`src/rtl/ps2_pkg.sv`:
```
// ps2_pkg
// Shared definitions for the PS/2 key controller: scan-code constants,
// key bit indices, FSM state encodings and the scan-code to key-bit map.
package ps2_pkg;

  localparam logic [7:0] SC_EXT         = 8'hE0;
  localparam logic [7:0] SC_BREAK       = 8'hF0;
  localparam logic [7:0] SC_NUL         = 8'h00;
  localparam logic [7:0] SC_OVERRUN     = 8'hFF;

  localparam logic [7:0] SC_P1_UP       = 8'h75;
  localparam logic [7:0] SC_P1_LEFT     = 8'h6B;
  localparam logic [7:0] SC_P1_RIGHT    = 8'h74;
  localparam logic [7:0] SC_P1_DOWN     = 8'h72;
  localparam logic [7:0] SC_P1_SHOOT    = 8'h29;

  localparam logic [7:0] SC_P2_UP       = 8'h1D;
  localparam logic [7:0] SC_P2_LEFT     = 8'h1C;
  localparam logic [7:0] SC_P2_RIGHT    = 8'h23;
  localparam logic [7:0] SC_P2_DOWN     = 8'h1B;
  localparam logic [7:0] SC_P2_SHOOT    = 8'h0D;

  localparam int unsigned NUM_KEYS = 5;

  localparam logic [2:0] KEY_UP    = 3'd0;
  localparam logic [2:0] KEY_LEFT  = 3'd1;
  localparam logic [2:0] KEY_RIGHT = 3'd2;
  localparam logic [2:0] KEY_DOWN  = 3'd3;
  localparam logic [2:0] KEY_SHOOT = 3'd4;

  typedef enum logic [1:0] {
    RX_IDLE,
    RX_DATA,
    RX_PARITY,
    RX_STOP
  } rx_state_e;

  typedef enum logic [1:0] {
    D_IDLE,
    D_EXT,
    D_BREAK,
    D_EXT_BREAK
  } dec_state_e;

  // hit: code is one of the ten game keys; p2: belongs to player 2
  typedef struct packed {
    logic       hit;
    logic       p2;
    logic [2:0] idx;
  } key_map_t;

  function automatic key_map_t map_key(input logic [7:0] code);
    key_map_t m;
    m = '0;
    m.hit = 1'b1;
    case (code)
      SC_P1_UP:    m.idx = KEY_UP;
      SC_P1_LEFT:  m.idx = KEY_LEFT;
      SC_P1_RIGHT: m.idx = KEY_RIGHT;
      SC_P1_DOWN:  m.idx = KEY_DOWN;
      SC_P1_SHOOT: m.idx = KEY_SHOOT;
      SC_P2_UP:    begin m.p2 = 1'b1; m.idx = KEY_UP;    end
      SC_P2_LEFT:  begin m.p2 = 1'b1; m.idx = KEY_LEFT;  end
      SC_P2_RIGHT: begin m.p2 = 1'b1; m.idx = KEY_RIGHT; end
      SC_P2_DOWN:  begin m.p2 = 1'b1; m.idx = KEY_DOWN;  end
      SC_P2_SHOOT: begin m.p2 = 1'b1; m.idx = KEY_SHOOT; end
      default:     m.hit = 1'b0;
    endcase
    return m;
  endfunction

endpackage

```
`src/rtl/ps2_frame_rx.sv`:
```
// ps2_frame_rx
// Synchronizes the PS/2 clock/data pins into clk, detects falling edges of
// the PS/2 clock and assembles 11-bit frames (start, 8 data LSB first, odd
// parity, stop). Frames are also aborted if the PS/2 clock stalls too long.
//
// Ports:
//   clk          system clock
//   rst_n        async active-low reset
//   keyb_clk_i   PS/2 clock pin (async)
//   kdata_i      PS/2 data pin (async)
//   byte_o       received data byte, valid while byte_stb_o is high
//   byte_stb_o   one-cycle strobe: good frame completed (combinational)
//   err_stb_o    one-cycle strobe: frame rejected or timed out (combinational)
//
// state      | meaning
// RX_IDLE    | waiting for a start bit (edge with data=0)
// RX_DATA    | shifting in the 8 data bits
// RX_PARITY  | capturing the parity bit
// RX_STOP    | checking stop bit and odd parity
module ps2_frame_rx
  import ps2_pkg::*;
#(
  parameter int TIMEOUT_CYCLES = 20000,
  parameter int SYNC_STAGES    = 2
) (
  input  logic       clk,
  input  logic       rst_n,
  input  logic       keyb_clk_i,
  input  logic       kdata_i,
  output logic [7:0] byte_o,
  output logic       byte_stb_o,
  output logic       err_stb_o
);

  localparam int TW = (TIMEOUT_CYCLES > 1) ? $clog2(TIMEOUT_CYCLES + 1) : 1;
  localparam logic [TW-1:0] TMR_LOAD = TW'(TIMEOUT_CYCLES - 1);

  logic [SYNC_STAGES-1:0] kclk_sync_q;
  logic [SYNC_STAGES-1:0] kdat_sync_q;
  logic                   kclk_hist_q;
  logic                   fall;
  logic                   dat;

  rx_state_e  state_q, state_d;
  logic [2:0] bitcnt_q, bitcnt_d;
  logic [7:0] shift_q, shift_d;
  logic       par_q, par_d;
  logic [TW-1:0] tmr_q, tmr_d;

  // Synchronizer flops reset to the idle (high) line level so reset
  // release cannot fake a falling edge.
  always_ff @(posedge clk or negedge rst_n) begin
    if (!rst_n) begin
      kclk_sync_q <= '1;
      kdat_sync_q <= '1;
      kclk_hist_q <= 1'b1;
    end else begin
      kclk_sync_q <= {kclk_sync_q[SYNC_STAGES-2:0], keyb_clk_i};
      kdat_sync_q <= {kdat_sync_q[SYNC_STAGES-2:0], kdata_i};
      kclk_hist_q <= kclk_sync_q[SYNC_STAGES-1];
    end
  end

  assign fall = kclk_hist_q & ~kclk_sync_q[SYNC_STAGES-1];
  assign dat  = kdat_sync_q[SYNC_STAGES-1];

  always_ff @(posedge clk or negedge rst_n) begin
    if (!rst_n) begin
      state_q  <= RX_IDLE;
      bitcnt_q <= '0;
      shift_q  <= '0;
      par_q    <= 1'b0;
      tmr_q    <= TMR_LOAD;
    end else begin
      state_q  <= state_d;
      bitcnt_q <= bitcnt_d;
      shift_q  <= shift_d;
      par_q    <= par_d;
      tmr_q    <= tmr_d;
    end
  end

  always_comb begin
    state_d    = state_q;
    bitcnt_d   = bitcnt_q;
    shift_d    = shift_q;
    par_d      = par_q;
    tmr_d      = tmr_q;
    byte_stb_o = 1'b0;
    err_stb_o  = 1'b0;

    case (state_q)
      RX_IDLE: begin
        tmr_d = TMR_LOAD;
        if (fall && !dat) begin
          state_d  = RX_DATA;
          bitcnt_d = '0;
        end
      end
      RX_DATA: begin
        if (fall) begin
          shift_d  = {dat, shift_q[7:1]};
          bitcnt_d = bitcnt_q + 3'd1;
          if (bitcnt_q == 3'd7) state_d = RX_PARITY;
        end
      end
      RX_PARITY: begin
        if (fall) begin
          par_d   = dat;
          state_d = RX_STOP;
        end
      end
      RX_STOP: begin
        if (fall) begin
          if (dat && ((^shift_q) ^ par_q)) byte_stb_o = 1'b1;
          else                             err_stb_o  = 1'b1;
          state_d = RX_IDLE;
        end
      end
      default: state_d = RX_IDLE;
    endcase

    // Inter-edge watchdog: reloads on every edge, expires at terminal count.
    // It never fires on an edge cycle, so it cannot collide with byte_stb_o.
    if (state_q != RX_IDLE) begin
      if (fall) begin
        tmr_d = TMR_LOAD;
      end else if (tmr_q == '0) begin
        err_stb_o = 1'b1;
        state_d   = RX_IDLE;
      end else begin
        tmr_d = tmr_q - 1'b1;
      end
    end
  end

  assign byte_o = shift_q;

endmodule

```
`src/rtl/ps2_key_controller.sv`:
```
// ps2_key_controller
// Turns validated PS/2 scan-code bytes into held-key bitmaps for two players,
// tracking E0 (extended) and F0 (break) prefixes, and counts rejected frames.
//
// Ports:
//   clk, rst_n   system clock, async active-low reset
//   keyb_clk     PS/2 clock pin (async)
//   kdata        PS/2 data pin (async)
//   p1keys       player 1 held keys {shoot, down, right, left, up}
//   p2keys       player 2 held keys, same order
//   last_code    most recent valid byte, prefixes included
//   code_valid   one-cycle pulse when last_code updates
//   frame_err    one-cycle pulse on any rejected frame
//   err_count    rejected frame count, saturating at 255
//
// state       | meaning
// D_IDLE      | next code is a make
// D_EXT       | E0 seen, next code is an extended make
// D_BREAK     | F0 seen, next code is a release
// D_EXT_BREAK | E0 F0 seen, next code is an extended release
module ps2_key_controller
  import ps2_pkg::*;
#(
  parameter int TIMEOUT_CYCLES = 20000,
  parameter int SYNC_STAGES    = 2
) (
  input  logic                clk,
  input  logic                rst_n,
  input  logic                keyb_clk,
  input  logic                kdata,
  output logic [NUM_KEYS-1:0] p1keys,
  output logic [NUM_KEYS-1:0] p2keys,
  output logic [7:0]          last_code,
  output logic                code_valid,
  output logic                frame_err,
  output logic [7:0]          err_count
);

  logic [7:0] rx_byte;
  logic       rx_stb;
  logic       rx_err;

  ps2_frame_rx #(
    .TIMEOUT_CYCLES (TIMEOUT_CYCLES),
    .SYNC_STAGES    (SYNC_STAGES)
  ) u_rx (
    .clk        (clk),
    .rst_n      (rst_n),
    .keyb_clk_i (keyb_clk),
    .kdata_i    (kdata),
    .byte_o     (rx_byte),
    .byte_stb_o (rx_stb),
    .err_stb_o  (rx_err)
  );

  dec_state_e          dec_q, dec_d;
  logic [NUM_KEYS-1:0] p1_q, p1_d;
  logic [NUM_KEYS-1:0] p2_q, p2_d;
  logic [7:0]          last_q, last_d;
  logic                cv_q, cv_d;
  logic                fe_q, fe_d;
  logic [7:0]          errc_q, errc_d;
  key_map_t            km;
  logic                is_break;

  always_ff @(posedge clk or negedge rst_n) begin
    if (!rst_n) begin
      dec_q  <= D_IDLE;
      p1_q   <= '0;
      p2_q   <= '0;
      last_q <= '0;
      cv_q   <= 1'b0;
      fe_q   <= 1'b0;
      errc_q <= '0;
    end else begin
      dec_q  <= dec_d;
      p1_q   <= p1_d;
      p2_q   <= p2_d;
      last_q <= last_d;
      cv_q   <= cv_d;
      fe_q   <= fe_d;
      errc_q <= errc_d;
    end
  end

  always_comb begin
    dec_d    = dec_q;
    p1_d     = p1_q;
    p2_d     = p2_q;
    last_d   = last_q;
    cv_d     = rx_stb;
    fe_d     = rx_err;
    errc_d   = (rx_err && errc_q != 8'hFF) ? errc_q + 8'd1 : errc_q;
    km       = map_key(rx_byte);
    is_break = (dec_q == D_BREAK) || (dec_q == D_EXT_BREAK);

    if (rx_err) begin
      // Drop any half-seen prefix sequence but keep held keys.
      dec_d = D_IDLE;
    end else if (rx_stb) begin
      last_d = rx_byte;
      if (rx_byte == SC_EXT && (dec_q == D_IDLE || dec_q == D_EXT)) begin
        dec_d = D_EXT;
      end else if (rx_byte == SC_BREAK) begin
        case (dec_q)
          D_IDLE:  dec_d = D_BREAK;
          D_EXT:   dec_d = D_EXT_BREAK;
          default: dec_d = dec_q;
        endcase
      end else if (rx_byte == SC_NUL || rx_byte == SC_OVERRUN) begin
        // Keyboard buffer overrun: key state is unknowable, release all.
        p1_d  = '0;
        p2_d  = '0;
        dec_d = D_IDLE;
      end else begin
        if (km.hit) begin
          if (km.p2) p2_d[km.idx] = ~is_break;
          else       p1_d[km.idx] = ~is_break;
        end
        dec_d = D_IDLE;
      end
    end
  end

  assign p1keys     = p1_q;
  assign p2keys     = p2_q;
  assign last_code  = last_q;
  assign code_valid = cv_q;
  assign frame_err  = fe_q;
  assign err_count  = errc_q;

endmodule

```
`config.mk`:
```
export PLATFORM = sky130hd
export DESIGN_NAME = ps2_key_controller
export DESIGN_NICKNAME = d
export VERILOG_FILES = /design/src/rtl/ps2_pkg.sv /design/src/rtl/ps2_frame_rx.sv /design/src/rtl/ps2_key_controller.sv
export SDC_FILE = /design/constraint.sdc
export NUM_CORES = 1
export LEC_CHECK = 0
export ABC_AREA = 1
export CORE_ASPECT_RATIO = 0.6
export CORE_MARGIN = 2
export CORE_UTILIZATION = 35
export DETAILED_ROUTE_END_ITERATION = 12
export PLACE_DENSITY = 0.62
export SKIP_LAST_GASP = 1
export SYNTH_ARGS = -nofsm -noshare
export SYNTH_HDL_FRONTEND = slang
export SYNTH_SLANG_ARGS = --single-unit
```
`constraint.sdc`:
```
create_clock -name clk -period 2.58 [get_ports clk]
set_input_delay 0.387 -clock clk [delete_from_list [all_inputs] [get_ports clk]]
set_output_delay 0.387 -clock clk [all_outputs]
set_load 0.05 [all_outputs]
```
After elaboration in Yosys (flattened, before gate mapping)
Index checks and enable logic that the tools add are counted.

storage, ports and cells
  register bits = 64
  bits of input ports = 4
  output and inout bits = 28
  word-level logic and storage cells = 127

cells by class
  add/sub/neg operators = 3
  magnitude comparators = 2
  eq/ne operators = 25
  mux-type cells = 43
  bitwise operators = 7
  reductions and logical operators = 32

operator list
  cell                   number
  $mux 15                4
  $eq 8x7->1 const B     4
  $mux 5                 6
  $eq 8x5->1 const B     3
  $eq 8x8->1 const B     3
  $mux 2                 12
  $eq 8x6->1 const B     2
  $logic_not 15->1       1
  $sub 15x1->15 const B  1
  $mux 1                 12
  $pmux 3 s4             1
  $reduce_and 6->1       2
  $bwmux 5               2
  $reduce_bool 2->1      5
  $reduce_or 10->1       1
  $add 8x1->8 const B    1
  $eq 2x2->1 const B     4
  $eq 8x4->1 const B     1
  $logic_not 8->1        1
  $ne 8x8->1 const B     1
  $pmux 2 s4             1
  $reduce_and 2->1       4
  $reduce_or 2->1        4
  $reduce_xor 8->1       1
  other kinds (20)       35

Depth between registers and ports, before layout
  depth in word-level cells = 11
  gate-level depth with buffers = 15
  depth with buffers taken out = 15

Modules after synthesis
Synthesis repeated with hierarchy kept, for this count alone.

second synthesis, totals
  cells, all modules = 451
  area, all modules = 3,509.6 um2

by module, submodules not included
  module              times used  cells an instance  area an instance (um2)
  ps2_frame_rx        1           230                1,853.0
  ps2_key_controller  1           221                1,656.6

Worst setup path after synthesis
Ideal clock, no wire load.

  path type = reg2reg
  from = register u_rx.shift_q[4] (netlist: u_rx.byte_o[4])
  to = register errc_q[4] (netlist: err_count[4])
  setup time = 120 ps
  arrival = 1,678 ps
  data required time = 2,460 ps
  slack = 782 ps
  cell stages (with the launch flop) = 16
  path buffers = 1
  clock period less this slack = 1,798 ps
  cell sequence = dfrtp_1 inv_1 ha_1 inv_1 nand2_1 nand2_1 nand2_1 nand2_1 nand2_1 nand3_1 nand2_1 nand2_2 nand2_2 buf_6 o21ai_2 nand2_1

between the ends
  cells in the longest elaborated chain, start to end = 10

ends and longest elaborated chain
  what                      RTL line                  text
  start: declaration        ps2_frame_rx.sv:46        logic [7:0] shift_q, shift_d;
  start signal: assignment  ps2_frame_rx.sv:77        shift_q <= shift_d;
  $reduce_xor 8->1 *        ps2_frame_rx.sv:115       if (dat && ((^shift_q) ^ par_q)) byte_stb_o = 1'b1;
  $xor 1x1->1 *             ps2_frame_rx.sv:115
  $logic_and 1x1->1 *       ps2_frame_rx.sv:115
  $mux 1 *                  ps2_frame_rx.sv:115
  $mux 1 *                  ps2_frame_rx.sv:114       if (fall) begin
  $mux 1 *                  ps2_frame_rx.sv:92        case (state_q)
  $mux 1                    ps2_frame_rx.sv:128       end else if (tmr_q == '0) begin
  $mux 1                    ps2_frame_rx.sv:126       if (fall) begin
  $mux 1 *                  ps2_frame_rx.sv:125       if (state_q != RX_IDLE) begin
  via fe_d                  ps2_key_controller.sv:61  logic fe_q, fe_d;
  $logic_and 1x1->1 *       ps2_key_controller.sv:93  errc_d = (rx_err && errc_q != 8'hFF) ? errc_q + 8'd1 : errc_q;
  end signal: assignment    ps2_key_controller.sv:82  errc_q <= errc_d;
  end: declaration          ps2_key_controller.sv:62  logic [7:0] errc_q, errc_d;

Mark *: on every way through the listed nets, which the timed path passes. The rest lies on a longest branch.
A chain may end at the register's enable or synchronous reset.

Worst setup path after layout
  from = register u_rx.shift_q[7] (netlist: u_rx.byte_o[7])
  to = register p1_q[2] (netlist: p1keys[2])

between the ends
  cells in the longest elaborated chain, start to end = 11
  elaborated cells on any way between the ends = 52
  those cells by class = order compare (2); eq/ne (14); mux (18); bitwise (4); reduce/logical (14)

ends and longest elaborated chain
  what                                                               RTL line                                        text
  $eq 8x4->1 (tied with other cells)                                 ps2_pkg.sv:56                                   case (code)
  $reduce_or 2->1 (no source line) or $xor 1x1->1 (tied branches)    n/a
  $pmux 3 s4 or $logic_and 1x1->1 (tied branches)                    ps2_pkg.sv:56, ps2_frame_rx.sv:115
  $lt 3x4->1 (implied by the code) (tied with other cells)           ps2_key_controller.sv:118                       else p1_d[km.idx] = ~is_break;
  $logic_and 1x1->1 (implied by the code) or $mux 1 (tied branches)  ps2_key_controller.sv:118, ps2_frame_rx.sv:114
  $mux 1, on equally long branches                                   ps2_key_controller.sv:118, ps2_frame_rx.sv:92
  $demux 1 s3 or $mux 1 (tied branches)                              ps2_key_controller.sv:118, ps2_frame_rx.sv:128
  $bwmux 5 or $mux 1 (tied branches)                                 ps2_key_controller.sv:118, ps2_frame_rx.sv:126
  $mux 5 or $mux 1 (tied branches)                                   ps2_key_controller.sv:117, ps2_frame_rx.sv:125
  $mux 5 or $not 1->1 (tied branches)                                n/a
  $mux 5 or $reduce_and 6->1 (tied branches)                         n/a
  end signal: assignment                                             ps2_key_controller.sv:77                        p1_q <= p1_d;
  end: declaration                                                   ps2_key_controller.sv:57                        logic [NUM_KEYS-1:0] p1_q, p1_d;

Several ways; a longest one is shown, not always the timed one. The select of a mux whose other input is x is not followed.

==> reports/qor.csv <==
stage;metric;value;unit
clocking;cts_buffers;9;
floorplan;dieHeight;80.1;microns
cells_and_area;nFillCells;896;
grt;grt_max_degree;30;
yosys;synth.top_cell.area_share;0.363;
power_and_ir_drop;power_frac_seq;0.350;
setup_path;critical_path.top_delay_family;simple AND/OR/NAND/NOR gates;
cells_and_area;nets;473;
yosys;synth_area;0.00338;sq mm
setup_path;critPathMaxFanout;12;
detailed_routing;drtIter0Drc;233;
detailed_routing;wl_per_cell;12.3;microns
power_and_ir_drop;netSwitchingFraction;0.327;
detailed_routing;avgViaCountPerCell;4.62;
yosys;syn_area_per_cell;8.24;sq um
floorplan;die-area;0.0105;sq mm
grt;grt_pass1_vias;2653;
clocking;cts_tree;yes;
power_and_ir_drop;clkPwrFrac;0.386;
cells_and_area;diodes;0;
setup_path;crit_slowest_cell;a21oi_2;
sta;rsz0062_at_grt;no;
cells_and_area;multiInputGateArea;0.00159;sq mm
yosys;yosys.area_share.simple;0.290;
sta;period_share;0.918;
clocking;clk_pin_slew_worst_paths;50;ps
sta;setup_violations;0;
clocking;htree_levels;3;
clocking;post_cts_buffers;0;
place;place_congestion;0.857;
cells_and_area;design_area;0.00418;sq mm
worst_hold_path;hold_path_class;in -> async;
setup_path;arrival;2640;ps
floorplan;ioPinCount;32;
setup_path;cp-end-kind;register;
setup_path;cp.required;2850;ps
floorplan;die_x;131;microns
cells_and_area;drive_gt1_frac;0.123;
yosys;synthCells;410;
setup_path;cp_num_buf_inv;2;
cells_and_area;regArea;0.00159;sq mm
yosys;synthAdderAreaFrac;0.0704;
setup_path;max_stage_delay;420;ps
yosys;ys_top_cells_by_area;dfrtp_1 36%, nand2_1 13%, dfstp_2 11%, ha_1 7.0%, nor2_1 5.1%;
yosys;synth.distinct_cells;40;
power_and_ir_drop;p_sw;0.00118;W
detailed_routing;ant_nets;0;
detailed_routing;num_vias;2702;
grt;grt_usage;0.159;
sta;finalCriticalPeriod;2370;ps
sta;worst_pin_slew;520;ps
sta;fin_setup_tns;0;ps
setup_path;crit_path_frequent_cell;nand2_1;
setup_path;path_class;reg -> reg;
clocking;cts_sinks;63;
grt;grt_pass1_wl;12.7;mm
power_and_ir_drop;intPower;0.00243;W
power_and_ir_drop;power;0.00361;W
floorplan;initial_utilization;0.364;
floorplan;num_rows;27;
yosys;muxShareOfSynthArea;0.00333;
status;outcome;completed;
yosys;ys_seq_area_frac;0.472;
yosys;yosys.area.top_type;dfrtp_1;
yosys;synth_xor_xnor_area_share;0.0230;
power_and_ir_drop;power-per-cell-area;864;mW/mm^2
setup_path;r2r_slack;210;ps
clocking;hold_buffers;0;
clocking;root_buffer;clkbuf_16;
place;dp_hpwl;5.25;mm
yosys;ys.warnings.count;0;
detailed_routing;drc;0;
grt;antenna_found_initial;0;
place;placed_cells;569;
job;maxCapViolCount;0;
yosys;synth_seq_cells;63;
cells_and_area;layout_common_cells;121 x nand2_1, 49 x dfrtp_1, 46 x nor2_1;
yosys;synth-compound-area-share;0.0845;
yosys;syn_nets;433;
cells_and_area;final_common_cell;nand2_1;
place;port_buffers;31;
detailed_routing;firstDrtPassIters;4;
sta;fmax;422;MHz
place;placed_area;0.00384;sq mm
setup_path;start_kind;register;
cells_and_area;area_growth;23.7;%
power_and_ir_drop;ir_drop;0.361;mV
power_and_ir_drop;leakagePower;1.98;nW
setup_path;cp_cell_sequence;inv_1, ha_1, nand2_1, nor2_1, inv_1, nand3_1, nor2_1, a21oi_2, nand2_1, nor2_2, nand2_1, nand2_1;
power_and_ir_drop;combPwrFrac;0.264;
sta;relSlewSlack;0.652;
sta;fin_skew;7.13;ps
place;dp_slack;304;ps
sta;final_max_slew_viol_count;0;
yosys;synth_top_family_by_area;simple AND/OR/NAND/NOR gates;
clocking;insertion_delay;340;ps
detailed_routing;wirelength;7.17;mm
cells_and_area;stdcell_count;585;
floorplan;core;0.00929;sq mm
sta;setup_ws;211;ps
sta;hold_viol;0;
grt;grt.overflow.total;0;
clocking;cts_resized;0;
clocking;clk_path_buf_depth;2;
## layer usage
layer / part of all wire / track usage / vias up
li1: - / - / 1408
met1: 0.54 / 0.234 / 1228
met2: 0.38 / 0.204 / 53
met3: 0.057 / 0.0580 / 13
met4: 0.019 / 0.0713 / 0
met5: 0 / 0 / -
## sequential cells by signal (all words and copies together) (netlist names), 3 cells and up
name	count
last_code	8
u_rx.byte_o	8
u_rx.bitcnt_q	3
u_rx.tmr_q	15
p1keys	5
err_count	8
p2keys	5
## power by group through the flow
stage | combinational [W] | clock (W) | sequential, W
after floorplan | 0.000663 | 0 | 0.00130
after global placement | 0.000917 | 0 | 0.00127
after detailed placement | 0.000934 | 0 | 0.00127
after CTS | 0.000945 | 0.00143 | 0.00126
after global routing | 0.00110 | 0.00147 | 0.00129
final | 0.000951 | 0.00139 | 0.00126
## path summary, 6_finish.rpt
path,endpoint,from,depth (start not counted)
worst max-delay path,p1keys[2]$_DFFE_PN0P_,u_rx.byte_o[7]$_DFFE_PN0P_,12
worst min register to register,u_rx.kclk_sync_q[1]$_DFF_PN1_,u_rx.kclk_sync_q[0]$_DFF_PN1_,0
worst max register to register,p1keys[2]$_DFFE_PN0P_,u_rx.byte_o[7]$_DFFE_PN0P_,12
max in group asynchronous,u_rx.tmr_q[9]$_DFF_PN1_,rst_n,2
worst min-delay path,p1keys[3]$_DFFE_PN0P_,rst_n,1
min in group clk,u_rx.kclk_sync_q[1]$_DFF_PN1_,u_rx.kclk_sync_q[0]$_DFF_PN1_,0
## worst reg2reg max path, delay by kind of cell, from the launching register on
| family | cells | cell delay, ps |
|---|---|---|
| buffers and inverters | 2 | 210 |
| flip-flops | 1 | 370 |
| AND/OR/NAND/NOR | 8 | 1070 |
| AO/OA/AOI/OAI | 1 | 420 |
| adder cells (fa/ha/maj) | 1 | 230 |
## logic make-up (layout without fill, tap and decap cells)
logic type               count (synthesis)  after routing
AO/OA/AOI/OAI                           49             49
XOR/XNOR                                 8              8
adder cells (fa/ha/maj)                 19             19
buffers and inverters                   48             93
flip-flops                              63             63
multiplexers                             1              1
AND/OR/NAND/NOR                        222            222
## synthesized netlist by cell type
library cell / instances
nand3_2: 2
a31oi_1: 4
a21oi_2: 1
nand2_1: 121
or2_2: 2
buf_2: 1
nand3_1: 26
o21ai_1: 2
xnor2_1: 4
inv_1: 40
xor2_1: 3
inv_2: 2
a22oi_1: 2
buf_6: 1
nand4_1: 7
nand2_2: 4
or2_4: 1
o22ai_2: 1
o21ai_0: 23
nor4_1: 1
nor2_1: 46
xnor2_2: 1
clkbuf_1: 2
o21ai_2: 1
a32o_1: 1
dfstp_2: 14
o21a_1: 1
nor3_4: 2
or3_1: 1
nor2_2: 5
mux2_2: 1
nor2_4: 2
nor3_1: 1
nand3b_1: 1
dfrtp_1: 49
ha_1: 19
buf_4: 1
o211ai_1: 3
a21oi_1: 10
clkinv_1: 1
## layout make-up
class	instances	share of cell area
Clock buffer	13	0.0599
Clock inverter	3	0.0216
Inverter	43	0.0386
Multi-Input combinational cell	299	0.381
Sequential cell	63	0.382
Tap cell	130	0.0389
Timing Repair Buffer	34	0.0785
## stage by stage
| stage | utilization | hold WS (ps) |
|---|---|---|
| after floorplan | - | 91.4 |
| after global placement | 0.413 | 345 |
| after detailed placement | 0.413 | 347 |
| after CTS | 0.450 | 3.07 |
| after global routing | 0.450 | 23.8 |
| final | 0.450 | 3.90 |
(Power assumes the default switching activity.)
